==> src/rtl/i2c_arb.sv <==
`default_nettype none
// ==========================================================================
// Module   : i2c_arb -- round-robin arbiter sharing one byte-level I2C master
//            between two requesters. Optional WAIT timeout: I2C_ARB_TIMEOUT_EN
// Revision : 1.0
// ==========================================================================
module i2c_arb #(
  parameter logic [23:0] TO_CYC = 24'd1000000
) (
  input  logic       clk,
  input  logic       rstb,
  input  logic       r0_req,
  input  logic       r0_rw,
  input  logic [6:0] r0_addr,
  input  logic [7:0] r0_wdata,
  input  logic       r1_req,
  input  logic       r1_rw,
  input  logic [6:0] r1_addr,
  input  logic [7:0] r1_wdata,
  output logic       r0_gnt,
  output logic       r0_done,
  output logic       r0_err,
  output logic [7:0] r0_rdata,
  output logic       r1_gnt,
  output logic       r1_done,
  output logic       r1_err,
  output logic [7:0] r1_rdata,
  output logic       m_start,
  output logic       m_rw,
  output logic [6:0] m_addr,
  output logic [7:0] m_wdata,
`ifdef I2C_ARB_TIMEOUT_EN
  output logic       m_abort,
`endif
  input  logic       m_busy,
  input  logic       m_done,
  input  logic       m_nack,
  input  logic [7:0] m_rdata
);

  typedef enum logic [1:0] {S_IDLE, S_ISSUE, S_WAIT, S_DONE} state_t;

  state_t      state_q, state_d;
  logic        win_q, win_d;
  logic        last_q, last_d;
  logic [1:0]  gnt_q, gnt_d;
  logic [1:0]  done_q, done_d;
  logic [1:0]  err_q, err_d;
  logic [7:0]  rdata0_q, rdata0_d;
  logic [7:0]  rdata1_q, rdata1_d;
  logic        m_start_q, m_start_d;
  logic        m_rw_q, m_rw_d;
  logic [6:0]  m_addr_q, m_addr_d;
  logic [7:0]  m_wdata_q, m_wdata_d;
`ifdef I2C_ARB_TIMEOUT_EN
  logic [23:0] cnt_q, cnt_d;
  logic        abort_q, abort_d;
`else
  logic        unused_to_cyc;
  assign unused_to_cyc = ^TO_CYC;
`endif

  // A lone requester always wins; on a tie the one not served last wins.
  logic pick;
  assign pick = (r0_req && r1_req) ? ~last_q : r1_req;

  always_comb begin
    state_d   = state_q;
    win_d     = win_q;
    last_d    = last_q;
    gnt_d     = gnt_q;
    done_d    = 2'b00;
    err_d     = err_q;
    rdata0_d  = rdata0_q;
    rdata1_d  = rdata1_q;
    m_start_d = 1'b0;
    m_rw_d    = m_rw_q;
    m_addr_d  = m_addr_q;
    m_wdata_d = m_wdata_q;
`ifdef I2C_ARB_TIMEOUT_EN
    cnt_d     = cnt_q;
    abort_d   = 1'b0;
`endif
    case (state_q)
      S_IDLE: begin
        if (r0_req || r1_req) begin
          win_d     = pick;
          gnt_d     = pick ? 2'b10 : 2'b01;
          m_rw_d    = pick ? r1_rw    : r0_rw;
          m_addr_d  = pick ? r1_addr  : r0_addr;
          m_wdata_d = pick ? r1_wdata : r0_wdata;
          state_d   = S_ISSUE;
        end
      end
      S_ISSUE: begin
        if (!m_busy) begin
          m_start_d = 1'b1;
          state_d   = S_WAIT;
`ifdef I2C_ARB_TIMEOUT_EN
          cnt_d     = 24'd0;
`endif
        end
      end
      S_WAIT: begin
        // m_done has priority over a timeout expiring on the same edge.
        if (m_done) begin
          done_d[win_q] = 1'b1;
          err_d[win_q]  = m_nack;
          if (m_rw_q && !m_nack) begin
            if (win_q) rdata1_d = m_rdata;
            else       rdata0_d = m_rdata;
          end
          state_d = S_DONE;
        end
`ifdef I2C_ARB_TIMEOUT_EN
        else if (cnt_q == TO_CYC - 24'd1) begin
          done_d[win_q] = 1'b1;
          err_d[win_q]  = 1'b1;
          abort_d       = 1'b1;
          state_d       = S_DONE;
        end else begin
          cnt_d = cnt_q + 24'd1;
        end
`endif
      end
      S_DONE: begin
        gnt_d   = 2'b00;
        last_d  = win_q;
        state_d = S_IDLE;
      end
      default: state_d = S_IDLE;
    endcase
  end

  always_ff @(posedge clk or negedge rstb) begin
    if (!rstb) begin
      state_q   <= S_IDLE;
      win_q     <= 1'b0;
      last_q    <= 1'b1;
      gnt_q     <= 2'b00;
      done_q    <= 2'b00;
      err_q     <= 2'b00;
      rdata0_q  <= 8'h00;
      rdata1_q  <= 8'h00;
      m_start_q <= 1'b0;
      m_rw_q    <= 1'b0;
      m_addr_q  <= 7'h00;
      m_wdata_q <= 8'h00;
`ifdef I2C_ARB_TIMEOUT_EN
      cnt_q     <= 24'd0;
      abort_q   <= 1'b0;
`endif
    end else begin
      state_q   <= state_d;
      win_q     <= win_d;
      last_q    <= last_d;
      gnt_q     <= gnt_d;
      done_q    <= done_d;
      err_q     <= err_d;
      rdata0_q  <= rdata0_d;
      rdata1_q  <= rdata1_d;
      m_start_q <= m_start_d;
      m_rw_q    <= m_rw_d;
      m_addr_q  <= m_addr_d;
      m_wdata_q <= m_wdata_d;
`ifdef I2C_ARB_TIMEOUT_EN
      cnt_q     <= cnt_d;
      abort_q   <= abort_d;
`endif
    end
  end

  assign r0_gnt   = gnt_q[0];
  assign r1_gnt   = gnt_q[1];
  assign r0_done  = done_q[0];
  assign r1_done  = done_q[1];
  assign r0_err   = err_q[0];
  assign r1_err   = err_q[1];
  assign r0_rdata = rdata0_q;
  assign r1_rdata = rdata1_q;
  assign m_start  = m_start_q;
  assign m_rw     = m_rw_q;
  assign m_addr   = m_addr_q;
  assign m_wdata  = m_wdata_q;
`ifdef I2C_ARB_TIMEOUT_EN
  assign m_abort  = abort_q;
`endif

endmodule
`default_nettype wire

==> config.mk <==
export PLATFORM = sky130hd
export DESIGN_NAME = i2c_arb
export DESIGN_NICKNAME = d
export VERILOG_FILES = /design/src/rtl/i2c_arb.sv
export SDC_FILE = /design/constraint.sdc
export NUM_CORES = 1
export LEC_CHECK = 0
export CAP_MARGIN = 5
export CORE_MARGIN = 2
export CORE_UTILIZATION = 41
export DETAILED_ROUTE_END_ITERATION = 10
export PLACE_DENSITY = 0.75
export REMOVE_ABC_BUFFERS = 1
export SLEW_MARGIN = 10
export SYNTH_ARGS = -nofsm -noshare
export SYNTH_HDL_FRONTEND = slang
export SYNTH_SLANG_ARGS = --single-unit
export TNS_END_PERCENT = 30
==> constraint.sdc <==
create_clock -name clk -period 1.9 [get_ports clk]
set_clock_uncertainty 0.1 [all_clocks]
set_input_delay 0.38 -clock clk [delete_from_list [all_inputs] [get_ports clk]]
set_output_delay 0.38 -clock clk [all_outputs]
set_load 0.01 [all_outputs]
==> impl_metrics.ini <==
[global_routing]
grt-ovfl-total = 0
grt_max_degree = 21
grt_pass1_wl_mm = 7.67
track_usage_pct = 19.0
antenna_found_initial = 0
grt_pass1_vias = 1585

[route]
drt_iter0_drc = 87
post_drt_wl_per_cell_microns = 14.3
drt_wl_total_mm = 4.55
drc = 0
first_pass_iters = 6
vias = 1595
ant_nets = 0
post_drt_via_cell_ratio = 5.00

[timing]
finalSetupViolCount = 0
hold_violations = 0
fin_ws_ns = 0.0999
slew_headroom_pct = 54.6
drv_slew = 0
finalCriticalPeriod_ns = 1.80
tightestPinTransition_ns = 0.680
finalCritPeriodShare_pct = 94.7
rsz0062_at_grt = false
max_freq_mhz = 556

[min_path]
min-delay-start = r0_rdata[1]
hold_path_class = register to register

[power]
irDropWorstVdd_v = 0.000626
total_power_w = 0.00435
p_leak_nw = 1.31
powerDensity_nw_per_um2 = 1450

[placement]
hpwl_mm = 3.40
place_ws_ns = -0.0954
port_buffers = 85
gp_congestion = 0.794

[synth]
seq_area_frac_synth_pct = 56.1
ys_types = 29
syn_inst = 169
ys_warn_count = 0
syn_area_sq_um = 1920
avgSynthCellArea_sq_um = 11.4
ys_ff_latch = 43

[clock_tree]
clk_pin_slew_ns = 0.08
clk_root_buffer_cell = clkbuf_8
cts_buffers = 5
cts_tree = done
post_cts_buffers = 0
h-tree-depth = 2
clock_sinks = 43
clockBufferDepth = 2
clkLatencyLatePin_ns = 0.30

[cells_and_area]
fin_util_pct = 67.7
area_growth_pct = 56.6
antenna_cells = 0
fill_cells = 369
fin_nets = 319
final-seq-area_sq_um = 1080
final_cell_mix = 84 x clkdlybuf4s50_1, 42 x dfrtp_1, 32 x a21oi_1
multi_input_area_sq_um = 795
layout-drive-gt1-share_pct = 18.0
final_common_cell = clkdlybuf4s50_1

[worst_setup_path]
critical_path_arrival_ns = 1.89
crit_path_start_kind = register
r2r-start = state_q[0]
worstPathMaxFanout = 8
crit_path_end_kind = register
cp-startpoint = state_q[0]
cp.required_ns = 1.99
critical_path_class = register to register

[run]
maxCapViolCount = 0

[die]
core_sq_um = 4440
die_w_microns = 72.4
die_h_microns = 72.4
die_area_sq_um = 5250
start_util_pct = 43.2
rows = 24
boundaryPins = 86

[run_status]
outcome = finished, final reports clean
## logic make-up (layout without fill, tap and decap cells)
logic type	count (synthesis)	count (layout)	share of synthesized area [%]
compound gates	41	41	12.8
buf+inv	10	108	2.61
simple gates	47	47	11.7
flops	43	43	56.1
mux	22	22	13.0
fa+ha+maj	6	6	3.91
## path summary, 6_finish.rpt
| check | depth (start not counted) | endpoint | slack [ns] |
|---|---|---|---|
| max | 6 | r0_rdata[7] | 0.1 |
| min reg2reg | 1 | r0_rdata[1] | 0.41 |
| max reg2reg | 6 | r0_rdata[7] | 0.1 |
| min | 1 | r0_rdata[1] | 0.41 |
| min in group asynchronous | 2 | state_q[1] | 0.46 |
| max in group asynchronous | 3 | last_q | 0.64 |
## flip-flops by register name, summed over array words and instances (netlist names), 2 cells and up
| name | flops |
|---|---|
| state_q | 2 |
| r0_rdata | 8 |
| m_wdata | 8 |
| m_addr | 7 |
| gnt_q | 2 |
| r1_rdata | 8 |
| done_q | 2 |
| err_q | 2 |
## routing by layer
| metal | share of wire, % | vias up | track usage, % |
|---|---|---|---|
| li1 | - | 776 | - |
| met1 | 44 | 738 | 25.3 |
| met2 | 45 | 76 | 29.6 |
| met3 | 9.6 | 5 | 6.53 |
| met4 | 1.3 | 0 | 5.56 |
| met5 | 0 | - | 0 |
## per-stage QoR
stage	cell area (sq um)	instances	hold WS, ns	TNS [ns]
6_report	3010	319	0.410	0
5_1_grt	3010	319	0.427	0
4_1_cts	3010	319	0.417	0
3_5_place_dp	2880	310	0.257	-1.97
3_3_place_gp	2880	310	0.250	-1.09
2_1_floorplan	1890	163	-0.0156	0
## area by class of cell
cell class | instances | area share [%]
clock buffer | 5 | 2.29
multi-input combinational | 116 | 26.4
clock inverter | 3 | 1.46
timing repair buffer | 96 | 31.4
sequential | 43 | 35.8
inverter | 4 | 0.499
tap | 52 | 2.16
## worst max-delay path, cell delays in order (launching register included)
cell and delay [ns]:
dfrtp_1 0.42, inv_1 0.16, ha_1 0.23, nand2_1 0.10
nor3_4 0.20, buf_12 0.15, mux2_2 0.33
## power by group
| part | leakage, nW | internal [W] | total, W | switching [W] |
|---|---|---|---|---|
| registers | 0.518 | 0.00134 | 0.00159 | 0.000256 |
| logic | 0.736 | 0.00119 | 0.00205 | 0.000859 |
| clock network | 0.0581 | 0.000391 | 0.000716 | 0.000325 |
| total | 1.31 | 0.00291 | 0.00435 | 0.00144 |
## synthesized netlist by cell type
cell type	n	area, sq um
dfrtp_1	42	1050
a21oi_1	32	160
mux2_2	19	214
nand2_1	18	67.6
nor2_1	18	67.6
ha_1	6	75.1
buf_2	4	20.0
inv_1	4	15.0
nand3_1	3	15.0
buf_4	2	15.0
mux2i_1	2	20.0
nor2b_1	2	12.5
a21bo_1	1	10.0
a21boi_4	1	18.8
a221o_2	1	11.3
a22o_1	1	8.76
a31oi_1	1	6.26
and4bb_2	1	12.5
dfstp_2	1	26.3
mux2_4	1	15.0
nand2b_1	1	6.26
nand4b_1	1	8.76
nor2_2	1	6.26
nor2_4	1	11.3
nor3_4	1	16.3
o21a_1	1	7.51
o21ai_0	1	5.00
o21ai_2	1	8.76
o311ai_0	1	8.76
## timing repair
| item | in CTS | in global routing |
|---|---|---|
| hold buffers | 1 | 0 |
| endpoints found under the hold margin | 18 | 0 |
| resized for setup | 0 | 1 |
| endpoints found under the setup margin | 0 | 20 |
(Power assumes the default switching activity.)
